$ cat config.mk
export PLATFORM = sky130hd
export DESIGN_NAME = keypad_scanner
export DESIGN_NICKNAME = d
export VERILOG_FILES = /design/src/rtl/keypad_pkg.sv /design/src/rtl/keypad_col_scan.sv /design/src/rtl/keypad_scanner.sv
export SDC_FILE = /design/constraint.sdc
export NUM_CORES = 1
export LEC_CHECK = 0
export ABC_AREA = 1
export CORE_MARGIN = 5
export CORE_UTILIZATION = 61
export CTS_CLUSTER_SIZE = 40
export DETAILED_ROUTE_END_ITERATION = 8
export HOLD_SLACK_MARGIN = 0.08
export PLACE_DENSITY = 0.84
export SYNTH_ARGS = -nofsm -noshare
export SYNTH_HDL_FRONTEND = slang
export SYNTH_SLANG_ARGS = --single-unit
$ cat constraint.sdc
create_clock -name clk -period 11.45 [get_ports clk]
set_input_delay 3.435 -clock clk [delete_from_list [all_inputs] [get_ports clk]]
set_output_delay 3.435 -clock clk [all_outputs]
set_load 0.03 [all_outputs]
$ cat src/rtl/keypad_pkg.sv
// Shared types for the matrix keypad scanner: debounce FSM states,
// per-frame classification and the key-code width helper.
package keypad_pkg;

  typedef enum logic [1:0] {
    IDLE,
    PRESS_DB,
    PRESSED,
    RELEASE_DB
  } state_t;

  typedef enum logic [1:0] {
    NONE,
    SINGLE,
    MULTI
  } frame_class_t;

  function automatic int key_width(input int rows, input int cols);
    return $clog2(rows * cols);
  endfunction

endpackage

$ cat src/rtl/keypad_col_scan.sv
// Column ring with per-column dwell counter; accumulates row hits over one
// full scan frame and classifies the frame at its last sample.
module keypad_col_scan
  import keypad_pkg::*;
#(
  parameter int NUM_ROWS = 4,
  parameter int NUM_COLS = 4,
  parameter int SCAN_DIV = 1000,
  parameter int KEY_W    = key_width(NUM_ROWS, NUM_COLS)
) (
  input  logic                clk,
  input  logic                rst,
  output logic [NUM_COLS-1:0] cols,
  input  logic [NUM_ROWS-1:0] rows,
  output logic                frame_done,
  output frame_class_t        frame_class,
  output logic [KEY_W-1:0]    frame_code
);

  localparam int COL_W = $clog2(NUM_COLS);
  localparam int DIV_W = $clog2(SCAN_DIV);

  logic [DIV_W-1:0] dwell;
  logic [COL_W-1:0] col_idx;
  logic [1:0]       acc_cnt;
  logic [KEY_W-1:0] acc_code;
  logic             sample;
  logic             last_col;
  logic [1:0]       row_cnt;
  logic [KEY_W-1:0] row_code;
  logic [2:0]       sum;
  logic [1:0]       total_cnt;

  assign sample     = (dwell == DIV_W'(SCAN_DIV - 1));
  assign last_col   = (col_idx == COL_W'(NUM_COLS - 1));
  assign frame_done = sample && last_col;
  assign cols       = NUM_COLS'(1) << col_idx;

  // Hit counts saturate at 2: anything beyond one key is simply MULTI.
  always_comb begin
    row_cnt  = 2'd0;
    row_code = '0;
    for (int r = NUM_ROWS - 1; r >= 0; r--) begin
      if (rows[r]) begin
        row_code = KEY_W'(int'(col_idx) * NUM_ROWS + r);
        if (row_cnt != 2'd2) row_cnt = row_cnt + 2'd1;
      end
    end
  end

  always_comb begin
    sum        = {1'b0, acc_cnt} + {1'b0, row_cnt};
    total_cnt  = (sum >= 3'd2) ? 2'd2 : sum[1:0];
    frame_code = (acc_cnt == 2'd1) ? acc_code : row_code;
    case (total_cnt)
      2'd0:    frame_class = NONE;
      2'd1:    frame_class = SINGLE;
      default: frame_class = MULTI;
    endcase
  end

  always_ff @(posedge clk) begin
    if (rst) begin
      dwell    <= '0;
      col_idx  <= '0;
      acc_cnt  <= 2'd0;
      acc_code <= '0;
    end else if (sample) begin
      dwell   <= '0;
      col_idx <= last_col ? '0 : col_idx + 1'b1;
      if (last_col) begin
        acc_cnt  <= 2'd0;
        acc_code <= '0;
      end else begin
        acc_cnt  <= total_cnt;
        acc_code <= frame_code;
      end
    end else begin
      dwell <= dwell + 1'b1;
    end
  end

endmodule

$ cat src/rtl/keypad_scanner.sv
// Keypad front end: frame-level press/release debounce, multi-key rejection
// and a one-entry valid/ready event register. KEYPAD_REPEAT_EN adds auto-repeat.
module keypad_scanner
  import keypad_pkg::*;
#(
  parameter int NUM_ROWS     = 4,
  parameter int NUM_COLS     = 4,
  parameter int SCAN_DIV     = 1000,
  parameter int DEBOUNCE_CNT = 4,
  parameter int REPEAT_DELAY = 50,
  parameter int REPEAT_RATE  = 10,
  parameter int KEY_W        = key_width(NUM_ROWS, NUM_COLS)
) (
  input  logic                clk,
  input  logic                rst,
  output logic [NUM_COLS-1:0] cols,
  input  logic [NUM_ROWS-1:0] rows,
  output logic                key_valid,
  output logic [KEY_W-1:0]    key_code,
  input  logic                key_ready,
  output logic                key_held,
  output logic                overrun
);

  if (NUM_ROWS < 2 || NUM_ROWS > 8 || NUM_COLS < 2 || NUM_COLS > 8 || SCAN_DIV < 2 ||
      DEBOUNCE_CNT < 1 || DEBOUNCE_CNT > 15 || REPEAT_DELAY < 1 || REPEAT_RATE < 1 ||
      KEY_W != key_width(NUM_ROWS, NUM_COLS)) begin : g_bad_params
    $error("keypad_scanner: parameter out of range");
  end

  localparam logic [3:0] DB_LAST = 4'(DEBOUNCE_CNT);

  logic             frame_done;
  frame_class_t     frame_class;
  logic [KEY_W-1:0] frame_code;

  state_t           state, state_n;
  logic [KEY_W-1:0] cand, cand_n;
  logic [3:0]       cnt, cnt_n;
  logic             press_emit;
  logic             repeat_emit;
  logic             emit;

  keypad_col_scan #(
    .NUM_ROWS(NUM_ROWS),
    .NUM_COLS(NUM_COLS),
    .SCAN_DIV(SCAN_DIV),
    .KEY_W   (KEY_W)
  ) u_col_scan (
    .clk        (clk),
    .rst        (rst),
    .cols       (cols),
    .rows       (rows),
    .frame_done (frame_done),
    .frame_class(frame_class),
    .frame_code (frame_code)
  );

  always_ff @(posedge clk) begin
    if (rst) begin
      state <= IDLE;
      cand  <= '0;
      cnt   <= 4'd0;
    end else begin
      state <= state_n;
      cand  <= cand_n;
      cnt   <= cnt_n;
    end
  end

  always_comb begin
    state_n    = state;
    cand_n     = cand;
    cnt_n      = cnt;
    press_emit = 1'b0;
    if (frame_done) begin
      unique case (state)
        IDLE: begin
          if (frame_class == SINGLE) begin
            cand_n = frame_code;
            cnt_n  = 4'd1;
            if (cnt_n == DB_LAST) begin
              state_n    = PRESSED;
              press_emit = 1'b1;
            end else begin
              state_n = PRESS_DB;
            end
          end
        end
        PRESS_DB: begin
          if (frame_class == SINGLE && frame_code == cand) begin
            cnt_n = cnt + 4'd1;
            if (cnt_n == DB_LAST) begin
              state_n    = PRESSED;
              press_emit = 1'b1;
            end
          end else begin
            state_n = IDLE;
          end
        end
        PRESSED: begin
          if (frame_class == NONE) begin
            cnt_n   = 4'd1;
            state_n = (cnt_n == DB_LAST) ? IDLE : RELEASE_DB;
          end
        end
        RELEASE_DB: begin
          if (frame_class == NONE) begin
            cnt_n = cnt + 4'd1;
            if (cnt_n == DB_LAST) state_n = IDLE;
          end else begin
            state_n = PRESSED;
          end
        end
        default: state_n = IDLE;
      endcase
    end
  end

`ifdef KEYPAD_REPEAT_EN
  // Counts held frames in PRESSED only; phase 0 waits REPEAT_DELAY, phase 1 REPEAT_RATE.
  logic [15:0] rpt_cnt;
  logic [15:0] rpt_next;
  logic        rpt_phase;
  logic        rpt_tick;
  logic        rpt_hit;

  assign rpt_tick    = frame_done && (state == PRESSED) && (frame_class != NONE);
  assign rpt_next    = rpt_cnt + 16'd1;
  assign rpt_hit     = (rpt_next == (rpt_phase ? 16'(REPEAT_RATE) : 16'(REPEAT_DELAY)));
  assign repeat_emit = rpt_tick && rpt_hit;

  always_ff @(posedge clk) begin
    if (rst || press_emit || state == IDLE) begin
      rpt_cnt   <= 16'd0;
      rpt_phase <= 1'b0;
    end else if (rpt_tick) begin
      if (rpt_hit) begin
        rpt_cnt   <= 16'd0;
        rpt_phase <= 1'b1;
      end else begin
        rpt_cnt <= rpt_next;
      end
    end
  end
`else
  assign repeat_emit = 1'b0;
`endif

  assign emit     = press_emit || repeat_emit;
  assign key_held = (state == PRESSED) || (state == RELEASE_DB);

  // A pending, unaccepted event wins: a newer one is dropped and flagged.
  always_ff @(posedge clk) begin
    if (rst) begin
      key_valid <= 1'b0;
      key_code  <= '0;
      overrun   <= 1'b0;
    end else begin
      overrun <= 1'b0;
      if (emit) begin
        if (!key_valid || key_ready) begin
          key_valid <= 1'b1;
          key_code  <= cand_n;
        end else begin
          overrun <= 1'b1;
        end
      end else if (key_ready) begin
        key_valid <= 1'b0;
      end
    end
  end

endmodule

==> metrics.md <==
| Metric | Value |
|---|---|
| Wire per inst | `10.8 um` |
| EDFF count, synth | `0` |
| Initial antenna violation count | `0` |
| Delay-heaviest family, CP | `adder cells` |
| Post-route ant nets | `0` |
| Sink Count | `34` |
| Fillcell total | `261` |
| Leak Pwr | `0.857 nW` |
| Synth async-reset ratio | `0%` |
| Max Cap Viol | `0` |
| HP Class | `flip-flop to flip-flop` |
| Hold Crit Depth | `1` |
| R2r setup slk | `8980 ps` |
| Prevailing post-synth register cell | `dfxtp_1` |
| Worst-Margin Slew | `596 ps` |
| CTS Buffer Depth | `2` |
| Nets@finish | `306` |
| Clock transition at path regs | `100 ps` |
| # resized after CTS | `0` |
| Cell repeated most along the worst path | `nand2_1` |
| Hold Path End | `u_col_scan.dwell[0]` |
| Minimum clock period | `6470 ps` |
| Slowest cell delay on critical path | `530 ps` |
| Register area share after synthesis | `35.5%` |
| Startpoint Class | `input port` |
| CP Capture Type | `flip-flop` |
| CORE AREA | `3030 um^2` |
| Cell Area, Synth | `1920 um^2` |
| Global-route wire length before repair | `6.60 mm` |
| Hold Startpoint | `u_col_scan.dwell[0]` |
| Final non-filler cell total | `331` |
| Placed Instances | `323` |
| Diode count | `0` |
| Sequential cell area | `681 um^2` |
| Grt ovf | `0` |
| Max Clk Rate | `155 MHz` |
| Path depth of the worst reg2reg path | `13` |
| DR pass1 iterations | `4` |
| Final Max Slew Viols | `0` |
| Syn_area_per_cell | `7.13 um^2` |
| Most frequent cell after synthesis | `nand2_1` |
| Total GRT Usage | `19.3%` |
| Number of global-route vias before repair | `1,597` |
| R2R Path End | `cnt[3]` |
| Area Overhead vs Synth | `14.2%` |
| Skew final | `12.8 ps` |
| Total number of yosys warnings | `0` |
| Via density | `4.98` |
| Share of layout cells above drive strength 1 | `8.36%` |
| Hold_buf cts | `0` |
| Drt drc | `0` |
| Largest net degree at the start of global routing | `17` |
| Critical path origin | `rows[3]` |
| Setup repair after global routing missed its margin | `false` |
| Io pins | `18` |
| Slowest cell on crit path | `clkdlybuf4s50_1` |
| CTS tree | `built` |
| Register bit count reported by yosys | `34` |
| Synth unique cells | `34` |
| Worst Path Arrival | `6660 ps` |
| PortBufs | `17` |
| Largest cells by area after synthesis | `dfxtp_1 35%, nand2_1 13%, ha_1 7.8%` |
| Max FO, Critical Path | `5` |
| Post-CTS Setup Bufs | `0` |
| Setup WS pre-CTS | `4630 ps` |
| Crit path required time | `11,640 ps` |
| Util after Layout | `72.3%` |
| GPL Wtd Cong | `0.873` |
| List of most frequent post-synthesis cells | `64 x nand2_1, 34 x dfxtp_1, 34 x inv_1` |
| Clock root cell | `clkbuf_4` |
| Worst-path cell chain | `clkdlybuf4s50_1, inv_1, ha_1, mux2i_1, ha_1, nand2_1, o21ai_0, ha_1, inv_1, fa_1, nand2_1, nor2_1, inv_1, nand2_1, o21ai_0, nor2_4, o21a_2, nand2_1, nand2_1, a21oi_1` |
| Vias post-DR | `1,647` |
| VDD IR-drop max | `0.0716 mV` |
| Die Width | `66.1 um` |
| Top-area cell type share of the netlist area | `35.5%` |
| Final worst-path cycle share | `56.5%` |
| Slew headroom | `60.1%` |
| Hpwl dp | `2.60 mm` |
| Final Hold Fails | `0` |
| Row Count | `20` |
| Gate Count Post-Synth | `269` |
| Wirelength, routed | `3.57 mm` |
| Die Span Y | `66.1 um` |
| Skew-Pair Late Insertion Delay | `330 ps` |
| Crit Path Class | `input port to flip-flop` |
| Pwr Density | `101 nW/um^2` |
| Final setup TNS | `0 ps` |
| DIE AREA | `4370 um^2` |
| RR Startpoint | `u_col_scan.acc_cnt[0]` |
| Final WS setup | `4980 ps` |
| Starting Density | `63.3%` |
| Status | `finished, final reports clean` |
| Inserted Clock Buffers | `5` |
| Buf+Inv Stages, Crit Path | `4` |
| Syn Nets | `289` |
| Multi-input logic area | `1060 um^2` |
| Post-synth top area cell | `dfxtp_1` |
| Initial DRC Count | `79` |
| Setup Viol. Count Final | `0` |
| CTS H-tree depth | `2` |
-- state kept, by name, indices dropped and copies added (netlist names) --
register             count
u_col_scan.dwell        10
cand                     4
cnt                      4
key_code                 4
u_col_scan.acc_code      4
state                    2
u_col_scan.acc_cnt       2
u_col_scan.col_idx       2
key_valid                1
overrun                  1
-- cells in the final DEF, fill, tap and decap left out, drive strengths merged, types with 2 or more instances in the layout --
cell type      count
nand2             67
inv               39
nor2              38
dfxtp             34
nand3             18
clkdlybuf4s50     17
a21oi             15
ha                12
o21ai             11
clkbuf             7
nor3               5
o31ai              4
nand4              4
xor2               3
nor3b              2
-- routing by layer --
metal / routed length, um / global-route usage (%)
met1: 1840 / 24.3
met2: 1510 / 31.4
met3: 159 / 4.93
met4: 48 / 7.36
met5: 0 / 0
-- worst max-delay path by stage --
stage,slack [ps],end,depth (start not counted)
finish,4980,cnt[3],20
global route,4680,state[0],20
CTS,4980,cnt[1],20
detailed placement,4630,cnt[1],20
global placement,4740,cnt[1],20
floorplan,5440,cnt[3],19
-- cell families (layout without fill, tap and decap cells) --
logic type,count (synthesis),count (layout),share of synthesized area (%)
AOI/OAI and AO/OA,34,34,10.0
xor gates and xnor gates,4,4,1.83
adders and majority gates,13,13,8.87
buffers and inverters,46,64,9.13
DFF,34,34,35.5
muxes,1,1,0.522
and+or+nand+nor,137,137,34.1
-- layout make-up --
type / instances / area share (%)
well taps: 44 / 2.51
multi-input cells: 189 / 48.5
clock inverters: 1 / 1.37
clock buffers: 7 / 2.06
flip-flops and latches: 34 / 31.1
inverters: 39 / 6.69
repair buffers: 17 / 7.77
-- through the flow --
| step | power (mW) | hold WS, ps | instance area, um^2 |
|---|---|---|---|
| 6_report | 0.221 | 479 | 2190 |
| 5_1_grt | 0.232 | 521 | 2190 |
| 4_1_cts | 0.224 | 482 | 2190 |
| 3_5_place_dp | 0.138 | 458 | 2110 |
| 3_3_place_gp | 0.138 | 444 | 2110 |
| 2_1_floorplan | 0.134 | 430 | 1920 |
-- report_power, final --
group	switching [mW]	internal, mW	total, mW
logic	0.0101	0.00585	0.0160
clock network	0.0394	0.0463	0.0857
registers	0.000753	0.119	0.120
total	0.0503	0.171	0.221
Power figures use the tool's default switching activity.
